--- src/rtl/cpu_trace_monitor.sv ---
// rtl/cpu_trace_monitor.sv - CPU debug-port observer: counters, MISR signature of ALU results, halt detect.
// Optional TRACE_MON_EXPECT_EN adds exp_sig compare with pass/fail flags on halt.

module trace_misr_step (
    input  logic [31:0] sig,
    input  logic [31:0] din,
    output logic [31:0] sig_nxt
);
    assign sig_nxt = {sig[30:0], sig[31] ^ sig[21] ^ sig[1] ^ sig[0]} ^ din;
endmodule

module cpu_trace_monitor #(
    parameter int HALT_CYCLES = 8,
    parameter int CNT_W       = 32
) (
    input  logic             clk,
    input  logic             rst,
    input  logic             en,
    input  logic [31:0]      pc,
    input  logic [31:0]      f,
    input  logic [31:0]      mem,
    input  logic             zf,
    input  logic             of,
    input  logic             has_hazard,
`ifdef TRACE_MON_EXPECT_EN
    input  logic [31:0]      exp_sig,
    output logic             pass,
    output logic             fail,
`endif
    output logic             running,
    output logic             halted,
    output logic [CNT_W-1:0] cycle_cnt,
    output logic [CNT_W-1:0] stall_cnt,
    output logic [CNT_W-1:0] zf_cnt,
    output logic             of_seen,
    output logic [31:0]      sig
);
    localparam int SC_W = $clog2(HALT_CYCLES) + 1;
    localparam logic [SC_W-1:0] HALT_LAST = SC_W'(HALT_CYCLES - 1);

    typedef enum logic [1:0] {IDLE, RUN, HALTED} state_t;

    state_t          state, state_nxt;
    logic [31:0]     pc_q;
    logic [SC_W-1:0] same_cnt;
    logic            first;
    logic            start, sample, pc_same;
    logic [31:0]     misr_nxt;
    logic            mem_unused;

    // Memory data is part of the observed bus but deliberately not hashed.
    assign mem_unused = ^mem;

    trace_misr_step u_misr (
        .sig     (sig),
        .din     (f),
        .sig_nxt (misr_nxt)
    );

    function automatic logic [CNT_W-1:0] sat_inc(input logic [CNT_W-1:0] v, input logic inc);
        return (inc && (v != {CNT_W{1'b1}})) ? v + CNT_W'(1) : v;
    endfunction

    assign pc_same = (pc == pc_q);
    assign running = (state == RUN);
    assign halted  = (state == HALTED);

    always_comb begin
        state_nxt = state;
        start     = 1'b0;
        sample    = 1'b0;
        case (state)
            IDLE: begin
                if (en) begin
                    state_nxt = RUN;
                    start     = 1'b1;
                end
            end
            RUN: begin
                // Dropping en beats a coincident halt: no sample is taken on that edge.
                if (!en) begin
                    state_nxt = IDLE;
                end else begin
                    sample = 1'b1;
                    if (!has_hazard && !first && pc_same && (same_cnt == HALT_LAST))
                        state_nxt = HALTED;
                end
            end
            HALTED: begin
                if (!en)
                    state_nxt = IDLE;
            end
            default: state_nxt = IDLE;
        endcase
    end

    always_ff @(posedge clk or posedge rst) begin
        if (rst) begin
            state     <= IDLE;
            pc_q      <= '0;
            same_cnt  <= '0;
            first     <= 1'b1;
            cycle_cnt <= '0;
            stall_cnt <= '0;
            zf_cnt    <= '0;
            of_seen   <= 1'b0;
            sig       <= '0;
        end else begin
            state <= state_nxt;
            if (start) begin
                same_cnt  <= '0;
                first     <= 1'b1;
                cycle_cnt <= '0;
                stall_cnt <= '0;
                zf_cnt    <= '0;
                of_seen   <= 1'b0;
                sig       <= '0;
            end
            if (sample) begin
                cycle_cnt <= sat_inc(cycle_cnt, 1'b1);
                pc_q      <= pc;
                first     <= 1'b0;
                if (has_hazard) begin
                    stall_cnt <= sat_inc(stall_cnt, 1'b1);
                    same_cnt  <= '0;
                end else begin
                    sig     <= misr_nxt;
                    zf_cnt  <= sat_inc(zf_cnt, zf);
                    of_seen <= of_seen | of;
                    if (!first) begin
                        if (!pc_same)
                            same_cnt <= '0;
                        else if (same_cnt != {SC_W{1'b1}})
                            same_cnt <= same_cnt + SC_W'(1);
                    end
                end
            end
        end
    end

`ifdef TRACE_MON_EXPECT_EN
    // Compare against the signature that includes the halting sample.
    always_ff @(posedge clk or posedge rst) begin
        if (rst) begin
            pass <= 1'b0;
            fail <= 1'b0;
        end else if (state == RUN && state_nxt == HALTED) begin
            pass <= (misr_nxt == exp_sig);
            fail <= (misr_nxt != exp_sig);
        end else if (state == HALTED && !en) begin
            pass <= 1'b0;
            fail <= 1'b0;
        end
    end
`endif

endmodule

--- config.mk ---
export PLATFORM = sky130hd
export DESIGN_NAME = cpu_trace_monitor
export DESIGN_NICKNAME = d
export VERILOG_FILES = /design/src/rtl/cpu_trace_monitor.sv
export SDC_FILE = /design/constraint.sdc
export NUM_CORES = 1
export LEC_CHECK = 0
export BUFFER_PORTS_ARGS = -buffer_cell sky130_fd_sc_hd__clkbuf_2
export CORE_MARGIN = 1.5
export CORE_UTILIZATION = 40
export CTS_CLUSTER_DIAMETER = 80
export DETAILED_ROUTE_END_ITERATION = 16
export GPL_ROUTABILITY_DRIVEN = 0
export HOLD_SLACK_MARGIN = 0.08
export PLACE_DENSITY = 0.66
export SLEW_MARGIN = 5
export SYNTH_ARGS = -nofsm -noshare
export SYNTH_HDL_FRONTEND = slang
export SYNTH_SLANG_ARGS = --single-unit
--- constraint.sdc ---
create_clock -name clk -period 8.5 [get_ports clk]
set_input_delay 2.125 -clock clk [delete_from_list [all_inputs] [get_ports clk]]
set_output_delay 2.125 -clock clk [all_outputs]
set_load 0.02 [all_outputs]
* Word level (Yosys, flattened, before mapping)
Index checks and enable logic that the tools add are counted.
Word-level totals: register bits after elaboration 168, output and inout port bits 131, logic and storage cells 75, input port bits 102
Cells by class: mux-type cells 33, add/subtract/negate cells 4, reductions and logical operators 10, equal/unequal tests 14, bitwise logic cells 5
Operators by type and width (number):
- 32-bit 2-to-1 mux | 14
- 32-bit by 1-bit adder with 32-bit output (second input constant) | 3
- 32-bit != test (second input constant) | 3
- 32-bit equality test | 1
- 32-bit XOR | 1
- 4-bit 2-to-1 mux | 6
- 3-bit by 2-bit != test with 1-bit output (second input constant) | 3
- 1-bit 2-to-1 mux | 8
- 2-bit 2-to-1 mux | 4
- 2-bit one-hot mux with 3 select lines | 1
- 4-bit by 1-bit adder with 4-bit output (second input constant) | 1
- 4-bit by 3-bit equality test with 1-bit output (second input constant) | 1
- 1-bit logical AND | 4
- 2-bit != test (second input constant) | 2
- 4-bit != test (second input constant) | 1
- 3-bit AND reduction | 1
- 1-bit XOR | 3
- 2-bit by 1-bit equality test with 1-bit output (second input constant) | 1
- 2-bit equality test (second input constant) | 1
- 1-bit logical NOT | 2
- 2-bit logical NOT | 1
- 2-bit by 1-bit != test with 1-bit output (second input constant) | 1
- 2-bit AND reduction | 1
- 2-bit nonzero test | 1
- 1-bit OR | 1

* Logic depth before layout (Yosys ltp)
Gate-level depths: netlist of the first run.
depth in word-level cells 8, mapped depth 8, mapped depth without buffers 6

* By module
Synthesis of the first run repeated with hierarchy kept, for this count alone.
Second synthesis, totals: cells, all modules 898, area total of the unflattened synthesis 8961.1 um^2
By module, submodules not included:
- cpu_trace_monitor | sequential area each 4205.3 um^2, times used 1, area an instance 8649.5 um^2, cells each 864
- trace_misr_step | sequential area each 0.0 um^2, times used 1, area an instance 311.5 um^2, cells each 34

* Worst setup path after synthesis of the first run
No wires, ideal clock.
path kind in2reg, start input port en, end register cycle_cnt[31], required time 8.422 ns, setup slack 4.806 ns, stages on the path 6, library setup time 0.078 ns, buffers on the path 1, data arrival time 3.616 ns, cell sequence nor2b_1 > clkbuf_1 > and4_1 > o31ai_1 > or4_1 > a21oi_1
Between the ends: word-level cells in the longest chain between the ends 4, elaborated cells on any way between the ends 7, those cells by class 1 x eq/ne; 4 x mux; 2 x reduce/logical
Ends and longest elaborated chain:
- from (decl) | line 18 | input logic en,
- 1-bit 2-to-1 mux (*) | line 74, 81
- 1-bit 2-to-1 mux | line 72 | case (state)
- 2-bit by 1-bit != test with 1-bit output (no source line) or 2-bit nonzero test (tied branches)
- 2-bit AND reduction (no source line)
- to (signal assigned) | line 120 | cycle_cnt <= sat_inc(cycle_cnt, 1'b1);
- to (decl) | line 32 | output logic [CNT_W-1:0] cycle_cnt,
Mark *: on every way between the ends. The rest lies on a longest branch, timed or not. A chain may end at the register's enable or synchronous reset.

* Final worst setup path of the first run
start input port en, end register cycle_cnt[28]
Same word-level chain as after synthesis.

==> metrics.md, run 1 <==
| Metric | Value |
|---|---|
| Grt peak-use layer | met2 |
| Static leakage | 4.758 nW |
| End point of the critical path | cycle_cnt[28] |
| WL final | 23770 microns |
| Synthesized instance count | 937 |
| Syn Nets | 1043 |
| Cell depth of the worst setup path | 6 |
| Crit path cell chain | clkbuf_2 -> nor2b_1 -> nand4_1 -> a21o_1 -> or4_1 -> a21oi_1 |
| Core area | 22030 sq um |
| Antenna violations before repair | 0 |
| Register area | 4205 sq um |
| Synth-to-layout area growth | 20.33% |
| Rows | 54 |
| Slew Limit Headroom | 24.35% |
| Max FO, Critical Path | 13 |
| CP max stage delay | 0.63 ns |
| Die W | 153.5 microns |
| Final period util | 49.76% |
| Vias | 8021 |
| Setup TNS Final | 0 ns |
| Largest net degree at the start of global routing | 67 |
| Initial Utilization | 41.14% |
| Setup violators final | 0 |
| Logic pwr share | 13.2% |
| GRT Total Usage | 20.49% |
| Post-route DRC | 0 |
| Internal power | 1.403 mW |
| Number of synthesized flops with an enable pin | 0 |
| Vias in the first global route | 7871 |
| Met2 usage | 32.02% |
| Hold_ws | 0.4958 ns |
| # diodes | 0 |
| Seq pwr share | 46.1% |
| Synth Cell Area | 9061 sq um |
| Run status | complete, no violations |
| Post-DP Area | 10310 sq um |
| Peak VDD IR | 0.0001184 V |
| Clock Tree Buf Depth | 2 |
| Worst-Skew Late Latency | 0.43 ns |
| Chip height | 153.5 microns |
| Clk_skew | 0.01131 ns |
| Most common cell after layout, fill and taps aside | clkbuf_2 |
| Clock buffers created by TritonCTS | 17 |
| I/O pin total | 233 |
| Port bufs | 200 |
| Clock slew seen by the registers of the worst setup and hold paths | 0.06 ns |
| Clock Power Share | 40.7% |
| Reg2Reg Setup Slack | 5.41 ns |
| Final Hold Vio Count | 0 |
| M1 GR Usage | 28.40% |
| Pins Over Slew Limit | 0 |
| Critical Path RT | 8.83 ns |
| Total power | 1.942 mW |
| Synthesis Warnings | 0 |
| Worst path bufs/invs | 1 |
| P_sw | 0.5391 mW |
| Critical Path AT | 4.56 ns |
| Max Clock Freq | 236.4 MHz |
| Switching portion of total power | 27.76% |
| Layout cell share with drive strength beyond 1 | 25.66% |
| Global-route met3 utilization | 4.425% |
| Final Cell Area | 10900 sq um |
| R2r startpoint | state[0] |
| Via-per-instance ratio | 5.689 |
| Slew at the pin with the worst max-slew slack | 1.135 ns |
| Most frequent cells in the layout | clkbuf_2 (200), dfrtp_1 (167), nand2_1 (94), xnor2_1 (68), o21ai_0 (66) |
| Die ar. | 23570 sq um |
| Pwr/cell area | 178.1 nW/um^2 |
| Detail Route Antenna Nets | 0 |
| Syn avg cell area | 9.670 sq um |
| Post-synthesis cell type count | 65 |
| CP endpoint kind | register |
| Startpoint type of the worst setup path | primary input |
| Fill count | 2083 |
| Worst hold path class | register to register |
| Min Tclk post-route | 4.229 ns |
| DP HPWL | 16440 microns |
| Sink Count | 168 |
| Asr flop ratio synth | 100.0% |
| R2R depth | 5 |
| Unrepaired setup endpoints after global routing | false |
| R2R Path End | stall_cnt[27] |
| Multi-input gate area | 4623 sq um |
| CP delay by family, top | simple AND/OR/NAND/NOR gates |
| Hold_buf cts | 0 |
| Overflow after GRT | 0 |
| Final nets | 1223 |
| PostCTS Resize Cnt | 0 |
| CP max-delay cell | nor2b_1 |
| DR iter-0 viols | 479 |
| Max cap viols | 0 |
| Register area share after synthesis | 46.41% |
| CTS tree | yes |
| Main synth FF type | dfrtp_1 |
| Yosys reg bits | 168 |
| H-tree depth | 4 |
| Wire per inst | 16.85 microns |
| Worst setup path startpoint | en |
| First-pass GRT wire length | 39780 microns |
| DR pass1 iterations | 5 |
| Crit Path Category | primary input to register |
| Post-CTS Setup Inserts | 0 |
| Clock Root Buffer | clkbuf_16 |
[power by group through the flow]
stage                     sequential, mW  combinational, mW  clock, mW
after detailed placement           0.911              0.259          0
after global routing               0.904              0.283      0.845
after CTS                          0.895              0.260      0.816
final                              0.896              0.256      0.791
after floorplan                    0.933              0.146          0
after global placement             0.908              0.256          0
[registers in the layout, summed over array words and instances, names as in the netlist]
signal and count:
pc_q 32, same_cnt 4, of_seen 1, stall_cnt 32
zf_cnt 32, sig 32, cycle_cnt 32, first 1
state 2
[stage by stage]
stage	worst slack [ns]	util [%]	std cells
2_1_floorplan	1.830	-	937
3_3_place_gp	3.867	46.82	1378
3_5_place_dp	3.839	46.82	1378
4_1_cts	4.284	49.50	1410
5_1_grt	4.081	49.50	1410
6_report	4.271	49.50	1410
[layout make-up]
| class | count | share of cell area [%] |
|---|---|---|
| multi-input combinational | 706 | 42.40 |
| sequential | 168 | 38.57 |
| timing repair buffer | 210 | 9.869 |
| clock buffer | 17 | 3.902 |
| tap | 280 | 3.213 |
| clock inverter | 15 | 1.515 |
| inverter | 14 | 0.5279 |
[worst min path at each step]
| stage | startpoint | endpoint | slack, ns | cells past startpoint |
|---|---|---|---|---|
| 5_1_grt | pc_q[28] | pc_q[28] | 0.53 | 1 |
| 4_1_cts | of_seen | of_seen | 0.51 | 2 |
| 3_5_place_dp | of_seen | of_seen | 0.49 | 2 |
| 2_1_floorplan | pc_q[3] | pc_q[3] | 0.50 | 1 |
| 3_3_place_gp | of_seen | of_seen | 0.47 | 2 |
| 6_report | of_seen | of_seen | 0.50 | 2 |
[layer usage]
layer	vias up	wire length [microns]
met5	-	0
met4	0	325
met3	25	1265
met2	213	10870
met1	3894	11300
li1	3889	-
[synthesized netlist by cell type (3+ instances only)]
master       n  share of area (%)
ha_1         4               0.55
buf_1        6               0.25
nor4_1      16                1.1
o31ai_1     26                2.2
nor3_1      24                1.3
a21o_1      11               0.91
a22oi_1      5               0.41
and2_1      14               0.97
nor2b_1      3               0.21
a22o_1      12                1.2
dfrtp_1    167                 46
buf_2        8               0.44
xnor2_1     68                6.6
clkbuf_1    32                1.3
o21ai_0     66                3.6
o211ai_1    11               0.91
mux2_2      34                4.2
and4_1      10               0.97
nand3_1     43                2.4
or3_1        7               0.48
nand2_1     94                3.9
inv_1       14               0.58
nor2_1      30                1.2
a21oi_1     48                2.7
nor3b_1      4               0.33
a2bb2oi_1    4               0.39
or4_1       22                1.8
o311ai_0     7               0.68
o21ai_1      4               0.22
a31oi_1      9               0.62
o22ai_1     14               0.97
nand2b_1     5               0.35
mux2i_1     16                1.8
nand4_1     44                3.0
and3_1      17                1.2
[cell families (layout without fill, tap and decap cells)]
| logic type | Yosys count | after routing | share of synthesized area (%) |
|---|---|---|---|
| adders and majority gates | 4 | 4 | 0.5524 |
| and+or+nand+nor | 343 | 343 | 20.27 |
| buffers and inverters | 63 | 256 | 2.900 |
| xor gates and xnor gates | 69 | 69 | 6.669 |
| DFF | 168 | 168 | 46.41 |
| AOI/OAI and AO/OA | 240 | 240 | 17.21 |
| muxes | 50 | 50 | 5.993 |
[worst min-delay path: cells and delay by family (launching register included)]
family	cells	cell delay (ns)
AND/OR/NAND/NOR	1	0.07
AO/OA/AOI/OAI	1	0.04
flip-flops	1	0.34
Power figures use the tool's default switching activity.
==> run 2, diff against run 1 <==
--- a/config.mk
+++ b/config.mk
@@ -5,6 +5,7 @@
 export SDC_FILE = /design/constraint.sdc
 export NUM_CORES = 1
 export LEC_CHECK = 0
+export ABC_AREA = 1
 export BUFFER_PORTS_ARGS = -buffer_cell sky130_fd_sc_hd__clkbuf_2
 export CORE_MARGIN = 1.5
 export CORE_UTILIZATION = 40
@@ -12,7 +13,7 @@
 export DETAILED_ROUTE_END_ITERATION = 16
 export GPL_ROUTABILITY_DRIVEN = 0
 export HOLD_SLACK_MARGIN = 0.08
-export PLACE_DENSITY = 0.66
+export PLACE_DENSITY = 0.65
 export SLEW_MARGIN = 5
 export SYNTH_ARGS = -nofsm -noshare
 export SYNTH_HDL_FRONTEND = slang
==> constraint.sdc (replaced) <==
create_clock -name clk -period 4 [get_ports clk]
set_input_delay 1 -clock clk [delete_from_list [all_inputs] [get_ports clk]]
set_output_delay 1 -clock clk [all_outputs]
set_load 0.02 [all_outputs]
==> metrics.md, run 2 <==
| Metric | Value |
|---|---|
| DR pass1 iterations | 5 (unchanged) |
| Cell Count, Final, Fillers Out | 1997 (was 1410) |
| Synth top area share | 41.09% (was 46.12%) |
| Hold EP | pc_q[7] (was of_seen) |
| WL final | 27780 microns (was 23770 microns) |
| Synth-to-layout area growth | 19.42% (was 20.33%) |
| Largest net degree at the start of global routing | 65 (was 67) |
| Startpoint type of the worst setup path | register (was primary input) |
| Worst hold stages | 2 (unchanged) |
| Peak VDD IR | 0.0002106 V (was 0.0001184 V) |
| Most common cell after layout, fill and taps aside | nand2_1 (was clkbuf_2) |
| Setup TNS Final | 0 ns (unchanged) |
| Wire per inst | 13.91 microns (was 16.85 microns) |
| Via-per-instance ratio | 5.003 (was 5.689) |
| Clock Root Buffer | clkbuf_16 (unchanged) |
| Final nets | 1760 (was 1223) |
| Syn Nets | 1572 (was 1043) |
| Placed insts | 1965 (was 1378) |
| Core area | 25040 sq um (was 22030 sq um) |
| Final Cell Area | 12150 sq um (was 10900 sq um) |
| R2r startpoint | zf_cnt[0] (was state[0]) |
| Final period util | 67.76% |
| Vias in the first global route | 9355 (was 7871) |
| Rows | 58 (was 54) |
| Static leakage | 6.167 nW (was 4.758 nW) |
| Area leader, netlist | dfrtp_1 (unchanged) |
| Synthesized instance count | 1466 (was 937) |
| Detail Route Antenna Nets | 0 (unchanged) |
| Post-route DRC | 0 (unchanged) |
| Clock Tree Buf Depth | 2 (unchanged) |
| DR iter-0 viols | 690 (was 479) |
| Sink Count | 168 (unchanged) |
| Worst-Skew Late Latency | 0.43 ns (about the same) |
| Worst hold path class | register to register (unchanged) |
| Most frequent cells in the layout | nand2_1 (476), clkbuf_2 (200), inv_1 (181), dfrtp_1 (167), nor2_1 (129) (was clkbuf_2 (200), dfrtp_1 (167), nand2_1 (94), xnor2_1 (68), o21ai_0 (66)) |
| First-pass GRT wire length | 46360 microns (was 39780 microns) |
| Asr flop ratio synth | 100.0% (unchanged) |
| Clock buffers created by TritonCTS | 17 (unchanged) |
| H-tree depth | 4 (unchanged) |
| Syn avg cell area | 6.938 sq um (was 9.670 sq um) |
| Clock slew seen by the registers of the worst setup and hold paths | 0.08 ns (was 0.06 ns) |
| Port bufs | 200 (unchanged) |
| Die ar. | 26390 sq um (was 23570 sq um) |
| # diodes | 0 (unchanged) |
| Count leader, synth | nand2_1 (was dfrtp_1) |
| Max Clock Freq | 369.0 MHz |
| Run status | complete, no violations (unchanged) |
| Post-synthesis cell type count | 44 (was 65) |
| Worst Slack Setup Final | 1.290 ns (was 4.271 ns) |
| Synthesis Warnings | 0 (unchanged) |
| Final Hold Vio Count | 0 (unchanged) |
| Pwr/cell area | 349.9 nW/um^2 (was 178.1 nW/um^2) |
| Number of synthesized flops with an enable pin | 0 (unchanged) |
| Yosys reg bits | 168 (unchanged) |
| PostCTS Resize Cnt | 0 (unchanged) |
| Register area share after synthesis | 41.35% (was 46.41%) |
| Critical Path AT | 3.03 ns (was 4.56 ns) |
| I/O pin total | 233 (unchanged) |
| Unrepaired setup endpoints after global routing | false (unchanged) |
| R2R Path End | zf_cnt[10] (was stall_cnt[27]) |
| Critical Path RT | 4.32 ns (was 8.83 ns) |
| Setup violators final | 0 (unchanged) |
| Crit Path Category | register to register (was primary input to register) |
| Antenna violations before repair | 0 (unchanged) |
| Die W | 162.5 microns (was 153.5 microns) |
| CTS tree | yes (unchanged) |
| Clk_skew | 0.01623 ns (was 0.01131 ns) |
| Main synth FF type | dfrtp_1 (unchanged) |
| CP endpoint kind | register (unchanged) |
| Top cells by count, synth | nand2_1 (476), inv_1 (182), dfrtp_1 (167) (was dfrtp_1 (167), nand2_1 (94), xnor2_1 (68)) |
| R2R depth | 11 (was 5) |
| Slew Limit Headroom | 38.34% (was 24.35%) |
| Hold_buf cts | 0 (unchanged) |
| Reg2Reg Setup Slack | 1.29 ns (was 5.41 ns) |
| GRT Total Usage | 21.60% (was 20.49%) |
| Post-DP Area | 11530 sq um (was 10310 sq um) |
| Chip height | 162.5 microns (was 153.5 microns) |
| Max cap viols | 0 (unchanged) |
| Max FO, Critical Path | 41 (was 13) |
| DP HPWL | 20150 microns (was 16440 microns) |
| Slew at the pin with the worst max-slew slack | 0.9249 ns (was 1.135 ns) |
| Hold_sp | pc_q[7] (was of_seen) |
| Pins Over Slew Limit | 0 (unchanged) |
| Post-CTS Setup Inserts | 0 (unchanged) |
| Synth Cell Area | 10170 sq um (was 9061 sq um) |
| DP Worst Slack | 0.8923 ns (was 3.839 ns) |
| Overflow after GRT | 0 (unchanged) |
| Layout cell share with drive strength beyond 1 | 16.32% (was 25.66%) |
| Vias | 9991 (was 8021) |
| Initial Utilization | 40.62% (was 41.14%) |
| Top cells by area, synth | dfrtp_1 (41%), nand2_1 (18%), inv_1 (6.7%), nand3_1 (6.1%), nor2_1 (4.8%) (was dfrtp_1 (46%), xnor2_1 (6.6%), mux2_2 (4.2%), nand2_1 (3.9%), o21ai_0 (3.6%)) |
| Min Tclk post-route | 2.710 ns |
[run 2: changes by cell type after synthesis, sizes merged, moves of 22 or more]
cell and delta:
xor2 +23, nand2 +389, o21ai +51, nand3 +82
xnor2 -30, nor2 +110, or4 -22, inv +173
mux2 -34
[run 2: critical path, cell delays in order (launching register included)]
cell and delay (ns):
dfrtp_1 0.44, ha_1 0.26, nand2_1 0.09, nor2_2 0.06, nand2_1 0.14, nor3_1 0.07, nand2_1 0.07, nand2_2 0.14
nand2_2 0.57, clkinv_1 0.46, o21ai_0 0.26, inv_1 0.06
[run 2: cell type report]
cell class / count / area [sq um]
repair buffers: 211 / 1134
well taps: 330 / 412.9
clock buffers: 19 / 442.9
fillers: 2603 / 12890
multi-input cells: 1068 / 5072
clock inverters: 13 / 170.2
inverters: 188 / 709.4
flip-flops and latches: 168 / 4205
[run 2: through the flow]
stage	hold WS (ns)	total power [mW]	utilization [%]
2_1_floorplan	0.4695	2.322	-
3_3_place_gp	0.4824	2.524	46.07
3_5_place_dp	0.4904	2.540	46.07
4_1_cts	0.5069	4.310	48.52
5_1_grt	0.5239	4.457	48.52
6_report	0.5028	4.250	48.52
[run 2: logic make-up (layout without fill, tap and decap cells)]
logic type	count (synthesis)	after routing	share of synthesized area [%]
AOI/OAI and AO/OA	182	182	9.768
xor gates and xnor gates	62	62	5.339
adders and majority gates	4	4	0.4921
buffers and inverters	230	431	8.808
DFF	168	168	41.35
and+or+nand+nor	820	820	34.25
[run 2: worst max-delay path by stage]
stage | startpoint | end | slack [ns] | depth (start not counted)
finish | zf_cnt[0] | zf_cnt[10] | 1.29 | 11
floorplan | rst | cycle_cnt[0] | 0.86 | 1
global placement | en | zf_cnt[26] | 0.91 | 6
CTS | zf_cnt[0] | zf_cnt[10] | 1.27 | 11
detailed placement | en | zf_cnt[26] | 0.89 | 6
global route | zf_cnt[0] | zf_cnt[10] | 1.02 | 11
[run 2: routing by layer]
metal | GRT usage, % | routed length (microns) | vias to the layer above
li1 | - | - | 5032
met1 | 28.54 | 12570 | 4676
met2 | 35.33 | 13160 | 255
met3 | 5.093 | 1650 | 28
met4 | 6.005 | 410 | 0
met5 | 0 | 0 | -
[run 2: report_power, final]
| part | leakage (nW) | switching [mW] | internal [mW] |
|---|---|---|---|
| logic | 3.62 | 0.365 | 0.223 |
| registers | 2.25 | 0.107 | 1.80 |
| clock network | 0.296 | 0.740 | 1.01 |
| total | 6.17 | 1.21 | 3.04 |
